**config.mk**
```make
export PLATFORM = sky130hd
export DESIGN_NAME = data_mem_bridge_flat
export DESIGN_NICKNAME = d
export VERILOG_FILES = /design/src/rtl/data_mem_bridge_pkg.sv /design/src/rtl/data_mem_bridge_if.sv /design/src/rtl/data_mem_bridge_lsu_align.sv /design/src/rtl/data_mem_bridge.sv /design/src/flat_wrapper.sv
export SDC_FILE = /design/constraint.sdc
export NUM_CORES = 1
export LEC_CHECK = 0
export ABC_CLOCK_PERIOD_IN_PS = 2500
export BUFFER_PORTS_ARGS = -buffer_cell sky130_fd_sc_hd__buf_2
export CAP_MARGIN = 20
export CORE_UTILIZATION = 49
export DETAILED_ROUTE_END_ITERATION = 16
export PLACE_DENSITY = 0.8
export SLEW_MARGIN = 20
export SYNTH_ARGS = -nofsm -noshare
export SYNTH_HDL_FRONTEND = slang
export SYNTH_SLANG_ARGS = --single-unit
```
**constraint.sdc**
```tcl
create_clock -name clk -period 2.5 [get_ports clk]
set_clock_uncertainty 0.15 [all_clocks]
set_input_delay 0.5 -clock clk [delete_from_list [all_inputs] [get_ports clk]]
set_output_delay 0.5 -clock clk [all_outputs]
set_load 0.02 [all_outputs]
```
**src/rtl/data_mem_bridge_pkg.sv**
```systemverilog
// Shared types and constants for the load/store bridge: FSM states, funct3 codes,
// access-size decoding and alignment rules.
package lsu_pkg;

    typedef enum logic [1:0] {
        ST_IDLE = 2'd0,
        ST_REQ  = 2'd1,
        ST_WAIT = 2'd2,
        ST_DONE = 2'd3
    } lsu_state_t;

    typedef enum logic [1:0] {
        SZ_BYTE = 2'd0,
        SZ_HALF = 2'd1,
        SZ_WORD = 2'd2
    } acc_size_t;

    localparam logic [2:0] F3_B  = 3'b000;
    localparam logic [2:0] F3_H  = 3'b001;
    localparam logic [2:0] F3_W  = 3'b010;
    localparam logic [2:0] F3_BU = 3'b100;
    localparam logic [2:0] F3_HU = 3'b101;

    localparam int DEFAULT_TIMEOUT = 255;

    // funct3[1:0] encodes the size for loads and stores alike; funct3[2] is the unsigned flag.
    function automatic acc_size_t size_of(input logic [2:0] f3);
        case (f3[1:0])
            2'b00:   return SZ_BYTE;
            2'b01:   return SZ_HALF;
            default: return SZ_WORD;
        endcase
    endfunction

    function automatic logic is_aligned(input acc_size_t sz, input logic [1:0] offset);
        case (sz)
            SZ_BYTE: return 1'b1;
            SZ_HALF: return ~offset[0];
            default: return (offset == 2'b00);
        endcase
    endfunction

endpackage

```
**src/rtl/data_mem_bridge_if.sv**
```systemverilog
// Valid/ready memory bus between the bridge (master) and the data memory or fabric (slave).
interface data_mem_bridge_if #(
    parameter int ADDR_WIDTH = 32
);
    logic                  bus_req_valid;
    logic                  bus_req_ready;
    logic                  bus_we;
    logic [ADDR_WIDTH-1:0] bus_addr;
    logic [3:0]            bus_be;
    logic [31:0]           bus_wdata;
    logic                  bus_rsp_valid;
    logic [31:0]           bus_rsp_data;
    logic                  bus_rsp_err;

    modport master (
        output bus_req_valid, bus_we, bus_addr, bus_be, bus_wdata,
        input  bus_req_ready, bus_rsp_valid, bus_rsp_data, bus_rsp_err
    );

    modport slave (
        input  bus_req_valid, bus_we, bus_addr, bus_be, bus_wdata,
        output bus_req_ready, bus_rsp_valid, bus_rsp_data, bus_rsp_err
    );
endinterface

```
**src/rtl/data_mem_bridge_lsu_align.sv**
```systemverilog
// Combinational lane logic: store steering and byte enables from the core's request,
// load lane selection and sign/zero extension from the returned bus word.
module lsu_align (
    input  logic [2:0]  wr_funct,
    input  logic [1:0]  wr_offset,
    input  logic [31:0] wr_data,
    output logic        aligned,
    output logic [3:0]  wr_be,
    output logic [31:0] wr_lanes,
    input  logic [2:0]  rd_funct,
    input  logic [1:0]  rd_offset,
    input  logic [31:0] rd_word,
    output logic [31:0] rd_ext
);
    import lsu_pkg::*;

    acc_size_t   wr_size;
    acc_size_t   rd_size;
    logic [7:0]  rd_byte;
    logic [15:0] rd_half;

    always_comb begin
        // NOTE: every output gets a default before the case so no path can infer a latch.
        wr_size  = size_of(wr_funct);
        aligned  = is_aligned(wr_size, wr_offset);
        wr_be    = 4'b1111;
        wr_lanes = wr_data;
        case (wr_size)
            SZ_BYTE: begin
                wr_be    = 4'b0001 << wr_offset;
                wr_lanes = {4{wr_data[7:0]}};
            end
            SZ_HALF: begin
                wr_be    = 4'b0011 << wr_offset;
                wr_lanes = {2{wr_data[15:0]}};
            end
            default: ;
        endcase
    end

    always_comb begin
        rd_size = size_of(rd_funct);
        rd_byte = rd_word[{rd_offset, 3'b000} +: 8];
        rd_half = rd_offset[1] ? rd_word[31:16] : rd_word[15:0];
        rd_ext  = rd_word;
        case (rd_size)
            SZ_BYTE: rd_ext = rd_funct[2] ? {24'b0, rd_byte} : {{24{rd_byte[7]}}, rd_byte};
            SZ_HALF: rd_ext = rd_funct[2] ? {16'b0, rd_half} : {{16{rd_half[15]}}, rd_half};
            default: ;
        endcase
    end

endmodule

```
**src/rtl/data_mem_bridge.sv**
```systemverilog
// Load/store bridge: turns the core's held MemRead/MemWrite strobes into one registered
// valid/ready bus transaction, stalling the core until the access completes or times out.
module data_mem_bridge #(
    parameter int ADDR_WIDTH = 32,
    parameter int DATA_WIDTH = 32,
    parameter int TIMEOUT    = lsu_pkg::DEFAULT_TIMEOUT
) (
    input  logic                  clk,
    input  logic                  reset,
    input  logic                  MemRead,
    input  logic                  MemWrite,
    input  logic [2:0]            funct,
    input  logic [ADDR_WIDTH-1:0] m_addr,
    input  logic [DATA_WIDTH-1:0] m_wr_dat,
    output logic [DATA_WIDTH-1:0] m_rd_dat,
    output logic                  stall,
    output logic                  misalign,
    output logic                  bus_err,
    data_mem_bridge_if.master     bus
);
    import lsu_pkg::*;

    localparam logic [1:0] S_IDLE = ST_IDLE;
    localparam logic [1:0] S_REQ  = ST_REQ;
    localparam logic [1:0] S_WAIT = ST_WAIT;
    localparam logic [1:0] S_DONE = ST_DONE;

    localparam int CNT_W = ($clog2(TIMEOUT + 1) > 8) ? $clog2(TIMEOUT + 1) : 8;

    logic [1:0]       state;
    logic [1:0]       state_nxt;
    logic [CNT_W-1:0] cnt;
    logic             we_q;
    logic [2:0]       funct_q;
    logic [1:0]       offset_q;

    logic             access;
    logic             aligned;
    logic             start;
    logic             timed_out;
    logic [3:0]       be_new;
    logic [31:0]      wdata_new;
    logic [31:0]      rd_ext;

    lsu_align u_align (
        .wr_funct  (funct),
        .wr_offset (m_addr[1:0]),
        .wr_data   (m_wr_dat),
        .aligned   (aligned),
        .wr_be     (be_new),
        .wr_lanes  (wdata_new),
        .rd_funct  (funct_q),
        .rd_offset (offset_q),
        .rd_word   (bus.bus_rsp_data),
        .rd_ext    (rd_ext)
    );

    // Core-facing handshake is combinational so the stall starts in the detecting cycle;
    // gating with reset keeps it quiet while reset is asserted.
    assign access    = MemRead | MemWrite;
    assign start     = reset & (state == S_IDLE) & access & aligned;
    assign misalign  = reset & (state == S_IDLE) & access & ~aligned;
    assign stall     = start | (state == S_REQ) | (state == S_WAIT);
    assign timed_out = (cnt == CNT_W'(TIMEOUT - 1));

    always_comb begin
        state_nxt = state;
        case (state)
            S_IDLE: if (start) state_nxt = S_REQ;
            S_REQ: begin
                if (timed_out)              state_nxt = S_DONE;
                else if (bus.bus_req_ready) state_nxt = S_WAIT;
            end
            S_WAIT: begin
                if (bus.bus_rsp_valid || timed_out) state_nxt = S_DONE;
            end
            default: state_nxt = S_IDLE;
        endcase
    end

    // NOTE: all state below uses non-blocking assignments so every flop samples pre-edge values.
    always_ff @(posedge clk or negedge reset) begin
        if (!reset) begin
            state             <= S_IDLE;
            cnt               <= '0;
            we_q              <= 1'b0;
            funct_q           <= 3'b000;
            offset_q          <= 2'b00;
            m_rd_dat          <= '0;
            bus_err           <= 1'b0;
            bus.bus_req_valid <= 1'b0;
            bus.bus_we        <= 1'b0;
            bus.bus_addr      <= '0;
            bus.bus_be        <= 4'b0000;
            bus.bus_wdata     <= '0;
        end else begin
            state <= state_nxt;
            case (state)
                S_IDLE: begin
                    if (start) begin
                        we_q              <= MemWrite;
                        funct_q           <= funct;
                        offset_q          <= m_addr[1:0];
                        cnt               <= '0;
                        bus_err           <= 1'b0;
                        bus.bus_req_valid <= 1'b1;
                        bus.bus_we        <= MemWrite;
                        bus.bus_addr      <= {m_addr[ADDR_WIDTH-1:2], 2'b00};
                        bus.bus_be        <= be_new;
                        bus.bus_wdata     <= wdata_new;
                    end
                end
                S_REQ: begin
                    cnt <= cnt + CNT_W'(1);
                    if (timed_out) begin
                        bus.bus_req_valid <= 1'b0;
                        bus_err           <= 1'b1;
                    end else if (bus.bus_req_ready) begin
                        bus.bus_req_valid <= 1'b0;
                    end
                end
                S_WAIT: begin
                    cnt <= cnt + CNT_W'(1);
                    // A response arriving on the last allowed cycle still wins over the timeout.
                    if (bus.bus_rsp_valid) begin
                        if (!we_q) m_rd_dat <= rd_ext;
                        bus_err <= bus.bus_rsp_err;
                    end else if (timed_out) begin
                        bus_err <= 1'b1;
                    end
                end
                default: bus_err <= 1'b0;
            endcase
        end
    end

endmodule

```
**src/flat_wrapper.sv**
```systemverilog
// flat-port wrapper written by rule: the top's interface ports become plain ports
module data_mem_bridge_flat import lsu_pkg::*;
#(
    parameter int ADDR_WIDTH = 32,
    parameter int DATA_WIDTH = 32,
    parameter int TIMEOUT    = lsu_pkg::DEFAULT_TIMEOUT
)
  (clk, reset, MemRead, MemWrite, funct, m_addr, m_wr_dat, m_rd_dat, stall, misalign, bus_err, bus_bus_req_valid, bus_bus_we, bus_bus_addr, bus_bus_be, bus_bus_wdata, bus_bus_req_ready, bus_bus_rsp_valid, bus_bus_rsp_data, bus_bus_rsp_err);
  data_mem_bridge_if #(.ADDR_WIDTH(ADDR_WIDTH)) bus_i ();
  input  logic clk;
  input  logic reset;
  input  logic MemRead;
  input  logic MemWrite;
  input  logic [2:0] funct;
  input  logic [ADDR_WIDTH-1:0] m_addr;
  input  logic [DATA_WIDTH-1:0] m_wr_dat;
  output logic [DATA_WIDTH-1:0] m_rd_dat;
  output logic stall;
  output logic misalign;
  output logic bus_err;
  output wire logic [$bits(bus_i.bus_req_valid)-1:0] bus_bus_req_valid;
  output wire logic [$bits(bus_i.bus_we)-1:0] bus_bus_we;
  output wire logic [$bits(bus_i.bus_addr)-1:0] bus_bus_addr;
  output wire logic [$bits(bus_i.bus_be)-1:0] bus_bus_be;
  output wire logic [$bits(bus_i.bus_wdata)-1:0] bus_bus_wdata;
  input wire logic [$bits(bus_i.bus_req_ready)-1:0] bus_bus_req_ready;
  input wire logic [$bits(bus_i.bus_rsp_valid)-1:0] bus_bus_rsp_valid;
  input wire logic [$bits(bus_i.bus_rsp_data)-1:0] bus_bus_rsp_data;
  input wire logic [$bits(bus_i.bus_rsp_err)-1:0] bus_bus_rsp_err;
  assign bus_bus_req_valid = bus_i.bus_req_valid;
  assign bus_bus_we = bus_i.bus_we;
  assign bus_bus_addr = bus_i.bus_addr;
  assign bus_bus_be = bus_i.bus_be;
  assign bus_bus_wdata = bus_i.bus_wdata;
  assign bus_i.bus_req_ready = bus_bus_req_ready;
  assign bus_i.bus_rsp_valid = bus_bus_rsp_valid;
  assign bus_i.bus_rsp_data = bus_bus_rsp_data;
  assign bus_i.bus_rsp_err = bus_bus_rsp_err;
  data_mem_bridge #(.ADDR_WIDTH(ADDR_WIDTH), .DATA_WIDTH(DATA_WIDTH), .TIMEOUT(TIMEOUT)) u_core (.clk(clk), .reset(reset), .MemRead(MemRead), .MemWrite(MemWrite), .funct(funct), .m_addr(m_addr), .m_wr_dat(m_wr_dat), .m_rd_dat(m_rd_dat), .stall(stall), .misalign(misalign), .bus_err(bus_err), .bus(bus_i));
endmodule
```
## Yosys cells after proc, flatten, opt, wreduce, memory -nomap -nowiden

Index checks and enable logic that the tools add are counted.

- Register bits after elaboration: 116
- Latch bits: 0
- Bits in writable memories: 0
- Memory bits (read-only): 0
- Input bits: 106
- Output and inout bits: 105
- Word-level logic and storage cells: 74
- Memories kept: 0

- Add/subtract/negate cells: 1
- $mul: 0
- Divide/modulo/power cells: 0
- Order comparisons: 0
- Equality and inequality tests: 10
- Shifts and indexed selects: 3
- Multiplexer cells: 24
- Bitwise operators: 10
- Reduce and logical (&&, ||, !) cells: 15

Operators with widths:

| operator | count |
|---|---|
| case mux 32 bit (2 select lines) | 2 |
| two-way mux 32 bit | 2 |
| indexed part select 32 x 6 -> 8 bit | 1 |
| two-way mux 16 bit | 1 |
| case mux 8 bit (2 select lines) | 1 |
| zero test 2 bit | 6 |
| equality test 2 x 1 -> 1 bit (second input constant) | 5 |
| AND reduction 3 bit | 3 |
| adder 8 x 1 -> 8 bit (second input constant) | 1 |
| equality test 8 bit (second input constant) | 1 |
| two-way mux 2 bit | 4 |
| two-way mux 8 bit | 1 |
| case mux 2 bit (2 select lines) | 2 |
| case mux 4 bit (2 select lines) | 1 |
| two-way mux 1 bit | 6 |
| case mux 2 bit (3 select lines) | 1 |
| AND 1 bit | 4 |
| case mux 1 bit (2 select lines) | 2 |
| AND reduction 2 bit | 2 |
| nonzero test 2 bit | 2 |
| left shift 1 x 2 -> 4 bit (first input constant) | 1 |
| left shift 2 x 2 -> 4 bit (first input constant) | 1 |
| inequality test 3 x 2 -> 1 bit (second input constant) | 1 |
| inverter 1 bit | 3 |
| other kinds (7) | 9 |

## Logic depth before layout (Yosys ltp)

Gate-level depths: netlist of the first run.

- Word-level depth: 7
- Depth in mapped cells: 9

## By module

A second synthesis of the first run with hierarchy kept.

- Cells, all modules: 486
- Area total of the unflattened synthesis: 5841.9 µm²

Modules (own cells, without submodules):

| module | instances | cells each | area an instance (µm²) | seq. area each (µm²) |
|---|---|---|---|---|
| data_mem_bridge | 1 | 320 | 4675.7 | 2902.8 |
| lsu_align | 1 | 166 | 1166.1 | 0.0 |

## Least setup slack after synthesis of the first run

No wires, ideal clock.

- Kind: flip-flop to output port
- From: register u_core.state[0]
- To: output port stall
- Arrival time: 1.639 ns
- Path slack: 0.211 ns
- Cell stages (with the launch flop): 9
- Path through: dfrtp_1 inv_1 ha_1 buf_2 o211a_4 nand3_2 buf_2 buf_2 nand3_1

- Cells in the longest elaborated chain, start to end: 6
- Elaborated cells on any way between the ends: 8
- Those cells by class: 2 x eq/ne; 5 x bitwise; 1 x reduce/logical

Ends and longest elaborated chain:

| item | RTL line | source |
|---|---|---|
| start: declaration | data_mem_bridge.sv:30 | `logic [1:0] state;` |
| start signal: assignment | data_mem_bridge.sv:97 | `state <= state_nxt;` |
| zero test 2 bit | data_mem_bridge.sv:61 | `assign start = reset & (state == S_IDLE) & access & aligned;` |
| AND 1 bit (3 in series) | data_mem_bridge.sv:61 |  |
| bitwise OR 1 bit | data_mem_bridge.sv:63 | `assign stall = start \| (state == S_REQ) \| (state == S_WAIT);` |
| bitwise OR 1 bit * | data_mem_bridge.sv:63 |  |
| end: declaration | flat_wrapper.sv:18 | `output logic stall;` |

Every way passes the cells marked *; elsewhere a longest branch is shown, timed or not.

## Worst setup path after layout of the first run

- From: input port reset
- To: output port stall

- Cells in the longest elaborated chain, start to end: 5

Ends and longest elaborated chain:

| item | RTL line | source |
|---|---|---|
| start: declaration | flat_wrapper.sv:11 | `input logic reset;` |
| AND 1 bit (3 in series) | data_mem_bridge.sv:61 |  |
| bitwise OR 1 bit (2 in series) | data_mem_bridge.sv:63 |  |

Every way passes these cells.

==> impl_summary.txt, run 1 <==
----------------------------------------------------
[Outcome]
  Result of the run ... completed

[Synth]
  Register area share after synthesis ... 52.1%
  Fraction of synthesis flops using an asynchronous set or reset pin ... 100%
  Count of distinct cell types in the synthesized netlist ... 49
  Average size of a mapped cell ... 10.6 µm²
  Post-synthesis cell area ... 5570 µm²
  Number of storage elements in the synthesis netlist ... 116
  Yosys warns ... 0
  Dominant synthesized flop cell ... sky130_fd_sc_hd__dfrtp_1
  Cell count after synthesis ... 525
  Post-synth EDFFs ... 0

[Power and ir drop]
  Max VDD drop ... 0.871 mV
  Part of the power in the clock network ... 27.0%
  Power density over the cells ... 1400 nW/µm²
  Part of the total power dissipated in combinational logic ... 41.8%
  NetSw ... 4.08 mW
  Switching Share ... 38.8%
  Leakage ... 3.78 nW
  Sequential fraction of design power ... 31.2%
  Cell-internal power ... 6.42 mW

[Timing]
  Number of hold violations in the final report ... 0
  Final critical-path setup slack ... 0.0661 ns
  Transition time at the pin with the least slew margin ... 0.701 ns
  Max_slew headroom ... 53.3%
  Highest achievable clock rate ... 411 MHz
  Crit path time final ... 2.43 ns
  Final period util ... 97.4%
  Total Negative Setup Slacks ... 0 ns
  RSZ-0062 raised after global routing ... no
  Max-slew violation count ... 0
  Number of endpoints failing setup at the final stage ... 0

[Critical path]
  Data arrival time of the worst path ... 1.78 ns
  Maximum fanout along the worst path ... 7
  Critical path launch point type ... input port
  Worst EP required ... 1.85 ns
  Category of the most critical setup path ... input port to output pin
  Register-to-Register Setup Slack ... 0.48 ns
  Kind of capture point of the worst setup path ... output pin

[Layout]
  Antenna fix cells ... 0
  Area growth from synthesis to layout ... 34.6%
  Final std cells w/o fill ... 888
  Most common library cell in the layout ignoring fill and taps ... sky130_fd_sc_hd__buf_2
  Share of post-route cells with drive strength above 1 ... 42.2%
  Layout net count ... 847
  Commonest cells after routing, fill and taps aside ... sky130_fd_sc_hd__buf_2 (207), sky130_fd_sc_hd__dfrtp_1 (116), sky130_fd_sc_hd__nand2_1 (55)
  Post-route design area ... 7500 µm²

[Floorplan]
  Floorplan Core Area ... 11,000 µm²
  Die Y ... 109 µm
  DIE WIDTH ... 109 µm
  I/O Pins ... 211
  Floorplan die area ... 11,800 µm²
  Starting utilization of the core area ... 50.7%
  Standard-cell rows ... 38

[Detailed routing]
  Initial drt markers ... 350
  DR vias/cell ... 5.52
  Aggregate routed wire length ... 15,600 µm
  Post-route DRC violation count ... 0
  Detailed-route wire length per cell ... 17.5 µm
  Via count of the routed design ... 4,902
  Number of antenna-violating nets in the routed design ... 0
  DR pass1 iterations ... 5

[Global route]
  Vias in the first global route ... 4,877
  Global routing usage summed across all routing layers ... 26.9%
  Global-route wire length before repair ... 24,100 µm
  Remaining global-route overflow ... 0
  Initial antenna violation count ... 0
  Maximum number of pins on one net before global-route repair ... 115

[Placement]
  Number of cells in the design after placement ... 849
  Final estimated routing congestion in global placement ... 0.862
  Post-detail-place hpwl ... 10,700 µm
  DP Area ... 6740 µm²
  Worst setup slack before clock tree synthesis ... 0.307 ns
  # port buffers ... 208

[Clock tree]
  # H-tree levels ... 4
  Maximum number of buffers from clock root to sink ... 2
  Clock insertion delay at the later pin of the skew report ... 0.41 ns
  Clock slew at reported path FFs ... 0.05 ns
  CTS Root Buffer Type ... sky130_fd_sc_hd__clkbuf_16
  Number of clock sinks ... 116
  Num CTS Buffers ... 17
  TritonCTS clock tree ... built

[Hold path]
  Classification of the worst-slack hold path ... input port to register

[Flow run]
  # Max-Cap Violations ... 0

----------------------------------------------------
[cell type report]
cell class | count | area (µm²)
clock inverters | 9 | 195
repair buffers | 227 | 1220
multi-input cells | 362 | 2470
clock buffers | 23 | 498
fillers | 801 | 3480
inverters | 11 | 41.3
well taps | 140 | 175
flip-flops and latches | 116 | 2900
[kinds of logic (layout without fill, tap and decap cells)]
group                      Yosys count  count (layout)  synth area share (%)
muxes                               74              74                  14.5
DFF                                116             116                  52.1
AOI/OAI and AO/OA                  133             133                  15.3
adders and majority gates            6               6                  1.35
xor gates and xnor gates             1               1                 0.157
and+or+nand+nor                    146             146                  12.5
buffers and inverters               48             270                  4.00
other                                1               2                0.0673
[registers in the layout, summed over array words and instances (netlist names)]
register and cells:
u_core.cnt 8, u_core.bus.bus_wdata 32, u_core.bus.bus_be 4, u_core.bus.bus_req_valid 1, u_core.m_rd_dat 32, u_core.bus.bus_we 1
u_core.offset_q 2, u_core.state 2, u_core.bus_err 1, u_core.funct_q 3, u_core.bus.bus_addr 30
[Yosys cell counts (all sizes together) (2+ instances only)]
library cell  instances  area [µm²]
nand2b                2        12.5
o211ai                2        15.0
mux2                 46         518
and2b                 3        22.5
a22oi                10        75.1
clkbuf               16        60.1
nand3b                8        63.8
o21a                  2        15.0
or2                   3        18.8
a21oi                35         186
o31ai                 4        30.0
a22o                  3        26.3
nor2                 21        81.3
nand3                40         205
buf                  21         121
o21bai                2        15.0
nor3                  2        10.0
inv                  11        41.3
dfrtp               116        2900
nand2                55         206
o21ai                53         280
nor2b                 7        43.8
ha                    6        75.1
a21o                  8        60.1
a32oi                 3        26.3
mux2i                27         270
a211o                 7        61.3
[per-layer routing]
layer	part of all wire [%]	global-route usage [%]
met1	40	31.3
met4	2.2	11.8
met5	0	0
met3	8.4	9.15
met2	50	45.1
[power groups by stage]
stage	combinational [mW]	sequential [mW]	clock (mW)
final	4.39	3.28	2.83
after global routing	4.75	3.39	2.96
after CTS	4.36	3.27	2.87
after detailed placement	4.28	3.28	0
after global placement	4.12	3.22	0
after floorplan	1.86	4.17	0
[critical path, stage by stage]
cell and delay (ns):
sky130_fd_sc_hd__dlygate4sd3_1 0.55, sky130_fd_sc_hd__buf_6 0.14, sky130_fd_sc_hd__o211a_4 0.19, sky130_fd_sc_hd__nand3_4 0.12, sky130_fd_sc_hd__nand3_1 0.12, sky130_fd_sc_hd__buf_2 0.17
[worst paths after layout]
check / start / endpoint / cells past startpoint
worst max-delay path: reset / stall / 6
worst min-delay path: m_addr[12] / u_core.bus.bus_addr[12]$_DFFE_PN0P_ / 2
worst max register to register: u_core.state[0]$_DFFE_PN0P_ / u_core.state[1]$_DFFE_PN0P_ / 6
worst min register to register: u_core.bus.bus_wdata[27]$_DFFE_PN0P_ / u_core.bus.bus_wdata[27]$_DFFE_PN0P_ / 2
max in group asynchronous: reset / u_core.bus.bus_be[3]$_DFFE_PN0P_ / 4
min in group asynchronous: reset / u_core.bus_err$_DFFE_PN0P_ / 3
[stage by stage]
stage	hold slack [ns]	total power [mW]	util [%]
after floorplan	0.0544	6.03	-
after global placement	0.181	7.34	61.4
after detailed placement	0.185	7.57	61.4
after CTS	0.152	10.5	67.9
after global routing	0.154	11.1	68.3
final	0.170	10.5	68.3
[repair_timing]
| item | in CTS | in global routing |
|---|---|---|
| pin swaps | 1 | 1 |
| hold buffers | 1 | 0 |
| buffers inserted | 1 | 5 |
| hold endpoints to repair | 2 | 0 |
| endpoints found under the setup margin | 2 | 1 |
| resized for setup | 2 | 2 |
No activity file was read; power rests on OpenSTA's default activity.
==> run 2, diff against run 1 <==
ABC_CLOCK_PERIOD_IN_PS = 2700   (was 2500)
clock period = 2.7 ns   (was 2.5 ns; I/O delays follow)
==> impl_summary.txt, run 2 (same netlist as run 1, synthesis figures left out) <==
----------------------------------------------------
[Outcome]
  Result of the run ... finished with violations
  Violations in the final reports ... hold timing

[Placement]
  Final estimated routing congestion in global placement ... 0.855 (-0.90%)
  DP Area ... 6710 µm² (-0.41%)
  # port buffers ... 208 (unchanged)
  Post-detail-place hpwl ... 10,200 µm (-4.6%)

[Timing]
  Highest achievable clock rate ... 391 MHz
  Max-slew violation count ... 0 (unchanged)
  Max_slew headroom ... 51.5% (-1.7 points)
  Number of hold violations in the final report ... 20 (+20)
  RSZ-0062 raised after global routing ... no
  Total Negative Setup Slacks ... 0 ns (unchanged)
  Tightest hold margin ... -0.0137 ns (-0.184 ns)
  Transition time at the pin with the least slew margin ... 0.727 ns (+0.0256 ns)
  Number of endpoints failing setup at the final stage ... 0 (unchanged)
  Final period util ... 94.7%
  Crit path time final ... 2.56 ns

[Clock tree]
  Post-CTS Setup Inserts ... 0 (-1)
  Clock slew at reported path FFs ... 0.05 ns (about the same)
  TritonCTS clock tree ... built
  Clock insertion delay at the later pin of the skew report ... 0.41 ns (about the same)
  # H-tree levels ... 4 (unchanged)
  Number of clock sinks ... 116 (unchanged)
  Maximum number of buffers from clock root to sink ... 2 (unchanged)
  Num CTS Buffers ... 17 (unchanged)
  CTS Root Buffer Type ... sky130_fd_sc_hd__clkbuf_16

[Layout]
  Filler Cell Count ... 898 (+12%)
  Most common library cell in the layout ignoring fill and taps ... sky130_fd_sc_hd__buf_2
  Registers with the most flip-flops ... u_core.bus.bus_wdata (32), u_core.m_rd_dat (32), u_core.bus.bus_addr (30)
  Post-route design area ... 7370 µm² (-1.8%)
  Final core occ ... 67.1% (-1.3 points)
  Share of post-route cells with drive strength above 1 ... 41.6% (-0.62 points)
  Layout net count ... 839 (-0.94%)
  Commonest cells after routing, fill and taps aside ... sky130_fd_sc_hd__buf_2 (207), sky130_fd_sc_hd__dfrtp_1 (116), sky130_fd_sc_hd__nand2_1 (55)
  Area growth from synthesis to layout ... 32.2%

[Floorplan]
  Standard-cell rows ... 38 (unchanged)
  Die Y ... 109 µm (unchanged)
  I/O Pins ... 211 (unchanged)
  Starting utilization of the core area ... 50.7% (unchanged)
  DIE WIDTH ... 109 µm (unchanged)
  Floorplan die area ... 11,800 µm² (unchanged)
  Floorplan Core Area ... 11,000 µm² (unchanged)

[Global route]
  Initial antenna violation count ... 1 (+1)
  Global routing usage summed across all routing layers ... 24.9% (-2.0 points)
  Vias in the first global route ... 4,640 (-4.9%)
  Maximum number of pins on one net before global-route repair ... 88 (-23%)
  Remaining global-route overflow ... 0 (unchanged)
  Global-route wire length before repair ... 22,400 µm (-6.8%)

[Critical path]
  Worst-case reg-to-reg path depth ... 6 (unchanged)
  Register-to-Register Setup Slack ... 0.61 ns (+0.13 ns)
  Category of the most critical setup path ... register to output pin
  Maximum fanout along the worst path ... 13 (+6)
  Data arrival time of the worst path ... 1.87 ns (+0.09 ns)
  Worst flop-to-flop path endpoint ... u_core.bus.bus_addr[12]$_DFFE_PN0P_
  Critical path launch point type ... register
  Worst EP required ... 2.01 ns (+0.16 ns)
  Kind of capture point of the worst setup path ... output pin
  Reg-to-Reg Start ... u_core.state[0]$_DFFE_PN0P_

[Power and ir drop]
  Max VDD drop ... 0.714 mV (-18%)
  Power density over the cells ... 1260 nW/µm² (-10%)
  Overall power consumption ... 9.25 mW (-12%)
  Leakage ... 3.71 nW (-1.9%)

[Detailed routing]
  DR pass1 iterations ... 5 (unchanged)
  Via count of the routed design ... 4,807 (-1.9%)
  Initial drt markers ... 317 (-9.4%)
  Detailed-route wire length per cell ... 16.0 µm (-8.6%)
  Post-route DRC violation count ... 0 (unchanged)
  Number of antenna-violating nets in the routed design ... 0 (unchanged)
  DR vias/cell ... 5.46 (-1.2%)
  Aggregate routed wire length ... 14,100 µm (-9.3%)

[Hold path]
  Classification of the worst-slack hold path ... input port to async pin

[Flow run]
  # Max-Cap Violations ... 0 (unchanged)

----------------------------------------------------
-- run 2: where the power goes --
group / total, mW / internal, mW / switching (mW)
Combinational: 3.96 / 1.51 / 2.45
Sequential: 2.99 / 2.54 / 0.450
Clock: 2.30 / 1.54 / 0.763
-- run 2: worst max path at each step --
stage / depth (start not counted) / end / slack (ns) / from
final: 6 / stall / 0.14 / u_core.state[0]$_DFFE_PN0P_
after floorplan: 8 / stall / 0.37 / u_core.state[0]$_DFFE_PN0P_
after global placement: 6 / stall / 0.48 / u_core.state[0]$_DFFE_PN0P_
after CTS: 6 / stall / 0.07 / u_core.state[0]$_DFFE_PN0P_
after global routing: 6 / stall / 0.02 / u_core.state[0]$_DFFE_PN0P_
after detailed placement: 6 / stall / 0.42 / u_core.state[0]$_DFFE_PN0P_
-- run 2: layout make-up --
class | count | area, µm² | area share, %
antenna | 1 | 2.50 | 0.0340
clock inverter | 10 | 128 | 1.73
sequential | 116 | 2900 | 39.4
inverter | 11 | 41.3 | 0.561
clock buffer | 22 | 484 | 6.57
multi-input combinational | 362 | 2470 | 33.6
tap | 140 | 175 | 2.38
timing repair buffer | 219 | 1160 | 15.7
-- run 2: routing by layer --
| layer | GRT usage [%] | routed length (µm) |
|---|---|---|
| met3 | 7.11 | 1180 |
| met2 | 39.6 | 6710 |
| met1 | 31.5 | 5950 |
| met5 | 0 | 0 |
| met4 | 11.8 | 288 |
-- run 2: timing repair --
action / in CTS / in global routing
gates resized for setup: 1 / 1
setup endpoints to repair: 1 / 1
hold buffers: 0 / 0
-- run 2: through the flow --
| stage | instances | setup slack, ns |
|---|---|---|
| floorplan | 526 | 0.371 |
| detailed placement | 847 | 0.417 |
| finish | 881 | 0.144 |
| global placement | 847 | 0.480 |
| global route | 880 | 0.0247 |
| CTS | 879 | 0.0672 |
-- run 2: worst max-delay path, stage by stage, from the launching register on --
cell and delay, ns:
sky130_fd_sc_hd__dfrtp_1 0.40, sky130_fd_sc_hd__inv_1 0.14, sky130_fd_sc_hd__ha_4 0.22, sky130_fd_sc_hd__o211a_4 0.21, sky130_fd_sc_hd__nand3_4 0.18, sky130_fd_sc_hd__nand3_1 0.14, sky130_fd_sc_hd__buf_2 0.17
